**src/rtl/busy_arbiter_if.sv**
```systemverilog
// Request/grant bundle between the requesters and the busy-timer arbiter.
// The arbiter uses the slave view; the requester side uses the master view.
interface busy_arbiter_if #(
    parameter int NREQ = 4
) ();
    localparam int IDW = $clog2(NREQ);

    logic [NREQ-1:0] i_req;      // level request per requester
    logic [NREQ-1:0] o_grant;    // one-hot owner of the shared timer
    logic            o_busy;     // shared timer is counting
    logic            o_done;     // one-cycle completion pulse
    logic            o_abort;    // qualifies o_done: run ended early
    logic [IDW-1:0]  o_done_id;  // requester that finished, valid with o_done

    modport master (
        output i_req,
        input  o_grant,
        input  o_busy,
        input  o_done,
        input  o_abort,
        input  o_done_id
    );

    modport slave (
        input  i_req,
        output o_grant,
        output o_busy,
        output o_done,
        output o_abort,
        output o_done_id
    );
endinterface

```
**src/rtl/busy_arbiter.sv**
```systemverilog
// Round-robin arbiter for one shared busy timer. A winner owns the timer for
// MAX_AMOUNT cycles (or until it drops its request), then a one-cycle DONE
// reports completion before the next arbitration in IDLE.
module busy_arbiter #(
    parameter int          NREQ       = 4,
    parameter logic [15:0] MAX_AMOUNT = 16'd1000
) (
    input  logic          i_clk,
    input  logic          i_reset,
    busy_arbiter_if.slave bus
);
    localparam int IDW = $clog2(NREQ);

    typedef enum logic [1:0] {
        ST_IDLE = 2'd0,
        ST_RUN  = 2'd1,
        ST_DONE = 2'd2
    } state_t;

    // NOTE: declaration initialisers give power-up values equal to the reset
    // values; they are not initial blocks and are honoured by FPGA synthesis.
    state_t          r_state   = ST_IDLE;
    logic [15:0]     r_counter = '0;
    // The current winner doubles as last_winner: both are written together on
    // grant, and the round-robin search only runs in IDLE.
    logic [IDW-1:0]  r_winner  = IDW'(NREQ - 1);
    logic [NREQ-1:0] r_grant   = '0;
    logic            r_busy    = 1'b0;
    logic            r_done    = 1'b0;
    logic            r_abort   = 1'b0;
    logic [IDW-1:0]  r_done_id = '0;

    state_t          w_state_nxt;
    logic [15:0]     w_counter_nxt;
    logic [IDW-1:0]  w_winner_nxt;
    logic [NREQ-1:0] w_grant_nxt;
    logic            w_busy_nxt;
    logic            w_done_nxt;
    logic            w_abort_nxt;
    logic [IDW-1:0]  w_done_id_nxt;

    logic            w_pick_valid;
    logic [IDW-1:0]  w_pick;
    logic [IDW-1:0]  w_idx;
    logic            w_owner_req;

    assign w_owner_req = bus.i_req[r_winner];

    // Round-robin search: first active request strictly after the last winner,
    // wrapping around, so the last winner is considered last.
    always_comb begin
        // NOTE: every combinational output gets a default before any branch so
        // no path leaves it unassigned, which would infer a latch.
        w_pick_valid = 1'b0;
        w_pick       = r_winner;
        w_idx        = r_winner;
        for (int i = 1; i <= NREQ; i++) begin
            w_idx = IDW'((int'(r_winner) + i) % NREQ);
            if (!w_pick_valid && bus.i_req[w_idx]) begin
                w_pick_valid = 1'b1;
                w_pick       = w_idx;
            end
        end
    end

    // Next-state and next-output logic; outputs are registered from these.
    always_comb begin
        w_state_nxt   = r_state;
        w_counter_nxt = r_counter;
        w_winner_nxt  = r_winner;
        w_grant_nxt   = '0;
        w_busy_nxt    = 1'b0;
        w_done_nxt    = 1'b0;
        w_abort_nxt   = 1'b0;
        w_done_id_nxt = r_done_id;

        unique case (r_state)
            ST_IDLE: begin
                if (w_pick_valid) begin
                    w_state_nxt   = ST_RUN;
                    w_counter_nxt = MAX_AMOUNT - 16'd1;
                    w_winner_nxt  = w_pick;
                    w_grant_nxt   = NREQ'(1) << w_pick;
                    w_busy_nxt    = 1'b1;
                end
            end

            ST_RUN: begin
                if (!w_owner_req) begin
                    // Owner let go: abort wins even if the count just expired.
                    w_state_nxt   = ST_DONE;
                    w_done_nxt    = 1'b1;
                    w_abort_nxt   = 1'b1;
                    w_done_id_nxt = r_winner;
                end else if (r_counter == 16'd0) begin
                    w_state_nxt   = ST_DONE;
                    w_done_nxt    = 1'b1;
                    w_done_id_nxt = r_winner;
                end else begin
                    w_counter_nxt = r_counter - 16'd1;
                    w_grant_nxt   = r_grant;
                    w_busy_nxt    = 1'b1;
                end
            end

            ST_DONE: begin
                w_state_nxt = ST_IDLE;
            end

            default: begin
                w_state_nxt = ST_IDLE;
            end
        endcase
    end

    // State and output registers; synchronous reset discards any run silently.
    always_ff @(posedge i_clk) begin
        // NOTE: sequential state uses non-blocking assignments so every
        // register samples pre-edge values regardless of statement order.
        if (i_reset) begin
            r_state   <= ST_IDLE;
            r_counter <= '0;
            r_winner  <= IDW'(NREQ - 1);
            r_grant   <= '0;
            r_busy    <= 1'b0;
            r_done    <= 1'b0;
            r_abort   <= 1'b0;
            r_done_id <= '0;
        end else begin
            r_state   <= w_state_nxt;
            r_counter <= w_counter_nxt;
            r_winner  <= w_winner_nxt;
            r_grant   <= w_grant_nxt;
            r_busy    <= w_busy_nxt;
            r_done    <= w_done_nxt;
            r_abort   <= w_abort_nxt;
            r_done_id <= w_done_id_nxt;
        end
    end

    assign bus.o_grant   = r_grant;
    assign bus.o_busy    = r_busy;
    assign bus.o_done    = r_done;
    assign bus.o_abort   = r_abort;
    assign bus.o_done_id = r_done_id;
endmodule

```
**src/flat_wrapper.sv**
```systemverilog
// flat-port wrapper written by rule: the top's interface ports become plain ports
module busy_arbiter_flat 
#(
    parameter int          NREQ       = 4,
    parameter logic [15:0] MAX_AMOUNT = 16'd1000
)
  (i_clk, i_reset, bus_i_req, bus_o_grant, bus_o_busy, bus_o_done, bus_o_abort, bus_o_done_id);
  busy_arbiter_if #(.NREQ(NREQ)) bus_i ();
  input  logic i_clk;
  input  logic i_reset;
  input wire logic [$bits(bus_i.i_req)-1:0] bus_i_req;
  output wire logic [$bits(bus_i.o_grant)-1:0] bus_o_grant;
  output wire logic [$bits(bus_i.o_busy)-1:0] bus_o_busy;
  output wire logic [$bits(bus_i.o_done)-1:0] bus_o_done;
  output wire logic [$bits(bus_i.o_abort)-1:0] bus_o_abort;
  output wire logic [$bits(bus_i.o_done_id)-1:0] bus_o_done_id;
  assign bus_i.i_req = bus_i_req;
  assign bus_o_grant = bus_i.o_grant;
  assign bus_o_busy = bus_i.o_busy;
  assign bus_o_done = bus_i.o_done;
  assign bus_o_abort = bus_i.o_abort;
  assign bus_o_done_id = bus_i.o_done_id;
  busy_arbiter #(.NREQ(NREQ), .MAX_AMOUNT(MAX_AMOUNT)) u_core (.i_clk(i_clk), .i_reset(i_reset), .bus(bus_i));
endmodule
```
**config.mk**
```make
export PLATFORM = sky130hd
export DESIGN_NAME = busy_arbiter_flat
export DESIGN_NICKNAME = d
export VERILOG_FILES = /design/src/rtl/busy_arbiter_if.sv /design/src/rtl/busy_arbiter.sv /design/src/flat_wrapper.sv
export SDC_FILE = /design/constraint.sdc
export NUM_CORES = 1
export LEC_CHECK = 0
export CAP_MARGIN = 5
export CORE_MARGIN = 2
export CORE_UTILIZATION = 60
export CTS_CLUSTER_DIAMETER = 80
export DETAILED_ROUTE_END_ITERATION = 8
export PLACE_DENSITY = 0.92
export SKIP_CTS_REPAIR_TIMING = 1
export SYNTH_ARGS = -nofsm -noshare
export SYNTH_HDL_FRONTEND = slang
export SYNTH_SLANG_ARGS = --single-unit
```
**constraint.sdc**
```tcl
create_clock -name i_clk -period 3.3 [get_ports i_clk]
set_input_delay 0.33 -clock i_clk [delete_from_list [all_inputs] [get_ports i_clk]]
set_output_delay 0.33 -clock i_clk [all_outputs]
set_load 0.02 [all_outputs]
```
==> impl_metrics.toml <==
[status]
status = "finished, final reports clean"

[clock_tree]
clk_path_buf_depth = 2
clk_pin_slew_ns = 0.09
numCtsBuffers = 5
tritoncts = "done"
cts_root_buf = "clkbuf_4"
insertion_delay_ns = 0.33
clkSinkCount = 29
htreeDepth = 2

[power_and_ir_drop]
powerDensity_nw_per_um2 = 546.8
peakVddDrop_mv = 0.3448
p_seq_frac = 0.456
comb_power_share = 0.320
p_clk_frac = 0.224
p_sw_frac = 0.3543
leakagePower_nw = 0.6049
switchingPower_w = 0.0003396
intPower_w = 0.0006189

[global_route]
grt_overflow = 0
grtUsageTotal = 0.2610
grt_antenna_before_repair = 0
grt_pass1_vias = 1306
grt_pass1_wl_mm = 5.568
grt_max_degree = 19

[critical_path]
worst_ep_required_time_ns = 3.57
critPathLaunchType = "register"
worstSetupPathType = "register to register"
r2r_start = "u_core.r_counter[0]"
r2r_end = "u_core.bus.o_done_id[1]"
r2r_slack_ns = 1.29
reg2reg_depth = 6
path_max_fanout = 9
crit_arrival_ns = 2.28
critPathCaptureType = "register"

[place]
place_area_um2 = 1698
pre_cts_slack_ns = 1.001
port-buffer-count = 14
gp_congestion = 0.8534
dp_hpwl_mm = 2.469

[die]
die_y_um = 55.12
ios = 15
rows = 18
die_x_um = 55.12
die-area_um2 = 3038
core_um2 = 2477
start_util = 0.6328

[hold_path]
hold_path_end = "u_core.bus.o_done_id[0]"
min_path_cells = 2
hold_path.class = "register to register"
min_from = "u_core.bus.o_done_id[0]"

[logic_synthesis]
synth_top_flop_cell = "dfxtp_1"
synth_nets = 185
async_flop_share = 0
synth_area_leaders = "dfxtp_1 37%, mux2i_1 7.7%, nand2_1 5.3%"
ys_types = 49
synth_top_area_frac = 0.3703
yosys.area.top_type = "dfxtp_1"
synth_most_common_cell = "dfxtp_1"
ys_warn_count = 0
synthTopCellsByCount = "29 x dfxtp_1, 22 x nand2_1, 12 x mux2i_1"
synth_area_um2 = 1568
synth_enable_flop_cells = 0
synth-seq-cells = 29
synthCells = 178
ys_seq_area_frac = 0.3703
avgSynthCellArea_um2 = 8.808

[drt]
drt-total-wl_mm = 3.405
via_per_inst = 6.647
vias = 1469
dr.pass1.iters = 4
ant_nets = 0
wire_per_inst_um = 15.41
drc = 0
drt_iter0_drc = 43

[cells_and_area]
area_delta_synth_final_pct = 11.81
nets = 198
antenna_cells = 0
final_util = 0.7076
finalInstanceArea_um2 = 1753
drive_gt1_frac = 0.08901

[sta]
hold_slack_ns = 0.4628
max_freq_mhz = 497.6
finalSetupTns_ns = 0
setup_viol = 0
clock_skew_ns = 0.008013
tightest_slew_ns = 0.7328
relSlewSlack = 0.5077
rsz0062_at_grt = "no"
finalCritPeriodShare = 0.6090
fin_ws_ns = 1.290
final_max_slew_viol_count = 0
hold_violations = 0
finalCriticalPeriod_ns = 2.010

[job]
max_cap_viol_count = 0
[critical path, stage by stage, from the launching register on]
cell	delay, ns
dfxtp_1	0.36
inv_1	0.07
ha_1	0.16
nor4b_2	0.37
nand4_1	0.41
a21oi_1	0.37
mux2i_1	0.21
[power groups by stage]
stage               clock [W]  combinational (W)  sequential (W)
floorplan                   0           0.000223        0.000444
global placement            0           0.000288        0.000440
detailed placement          0           0.000303        0.000443
CTS                  0.000220           0.000304        0.000436
global route         0.000234           0.000339        0.000443
finish               0.000215           0.000307        0.000437
[layer usage]
layer  track usage  vias to the layer above  wire length [um]
met1        0.2950                      707              1465
met5             0                        -                 0
li1              -                      707                 -
met4        0.1463                        0                71
met2        0.4484                       45              1669
met3       0.06183                       10               198
[layout by cell type, fill, tap and decap left out, drive strengths merged, types with 4 or more instances in the layout]
cell type	instances
o31ai	5
nor4	8
a211oi	6
nand2	22
inv	5
dfxtp	29
or3	4
or4	7
a31oi	4
nor3	9
clkdlybuf4s50	14
o32ai	4
a21oi	7
mux2i	12
nor2	7
nand2b	9
clkbuf	7
[state kept, by name, indices dropped and copies added, names as in the netlist]
register              flops
u_core.bus.o_grant        4
u_core.bus.o_done_id      2
u_core.bus.o_done         1
u_core.bus.o_abort        1
u_core.r_state            2
u_core.bus.o_busy         1
u_core.r_counter         16
u_core.r_winner           2
[kinds of logic (layout without fill, tap and decap cells)]
logic type                 count (synthesis)  count (layout)  share of synthesized area
AOI/OAI and AO/OA                         36              36                     0.1732
buffers and inverters                     13              26                    0.04230
adders and majority gates                  1               1                   0.007980
muxes                                     12              12                    0.07662
and+or+nand+nor                           87              87                     0.3296
DFF                                       29              29                     0.3703
[how the worst max path moves through the flow]
stage,slack [ns],cells after the start,start,to
floorplan,1.50,7,u_core.r_counter[0],u_core.r_counter[6]
global placement,1.09,5,bus_i_req[1],u_core.r_counter[13]
detailed placement,1.00,5,bus_i_req[1],u_core.r_counter[12]
CTS,1.32,6,u_core.r_counter[0],u_core.bus.o_done_id[0]
global route,1.07,6,u_core.r_counter[0],u_core.bus.o_done_id[0]
finish,1.29,6,u_core.r_counter[0],u_core.bus.o_done_id[1]
[layout make-up]
class / count / area [um^2]
Timing Repair Buffer: 14 / 140.1
Clock buffer: 7 / 55.05
Tap cell: 30 / 37.54
Inverter: 5 / 18.77
Sequential cell: 29 / 580.6
Fill cell: 192 / 724.4
Multi-Input combinational cell: 136 / 920.9
[stage by stage]
stage,total power (W),instances
after global routing,0.001017,221
final,0.0009585,221
after detailed placement,0.0007461,214
after global placement,0.0007288,214
after CTS,0.0009603,221
after floorplan,0.0006665,178
(Power assumes the default switching activity.)
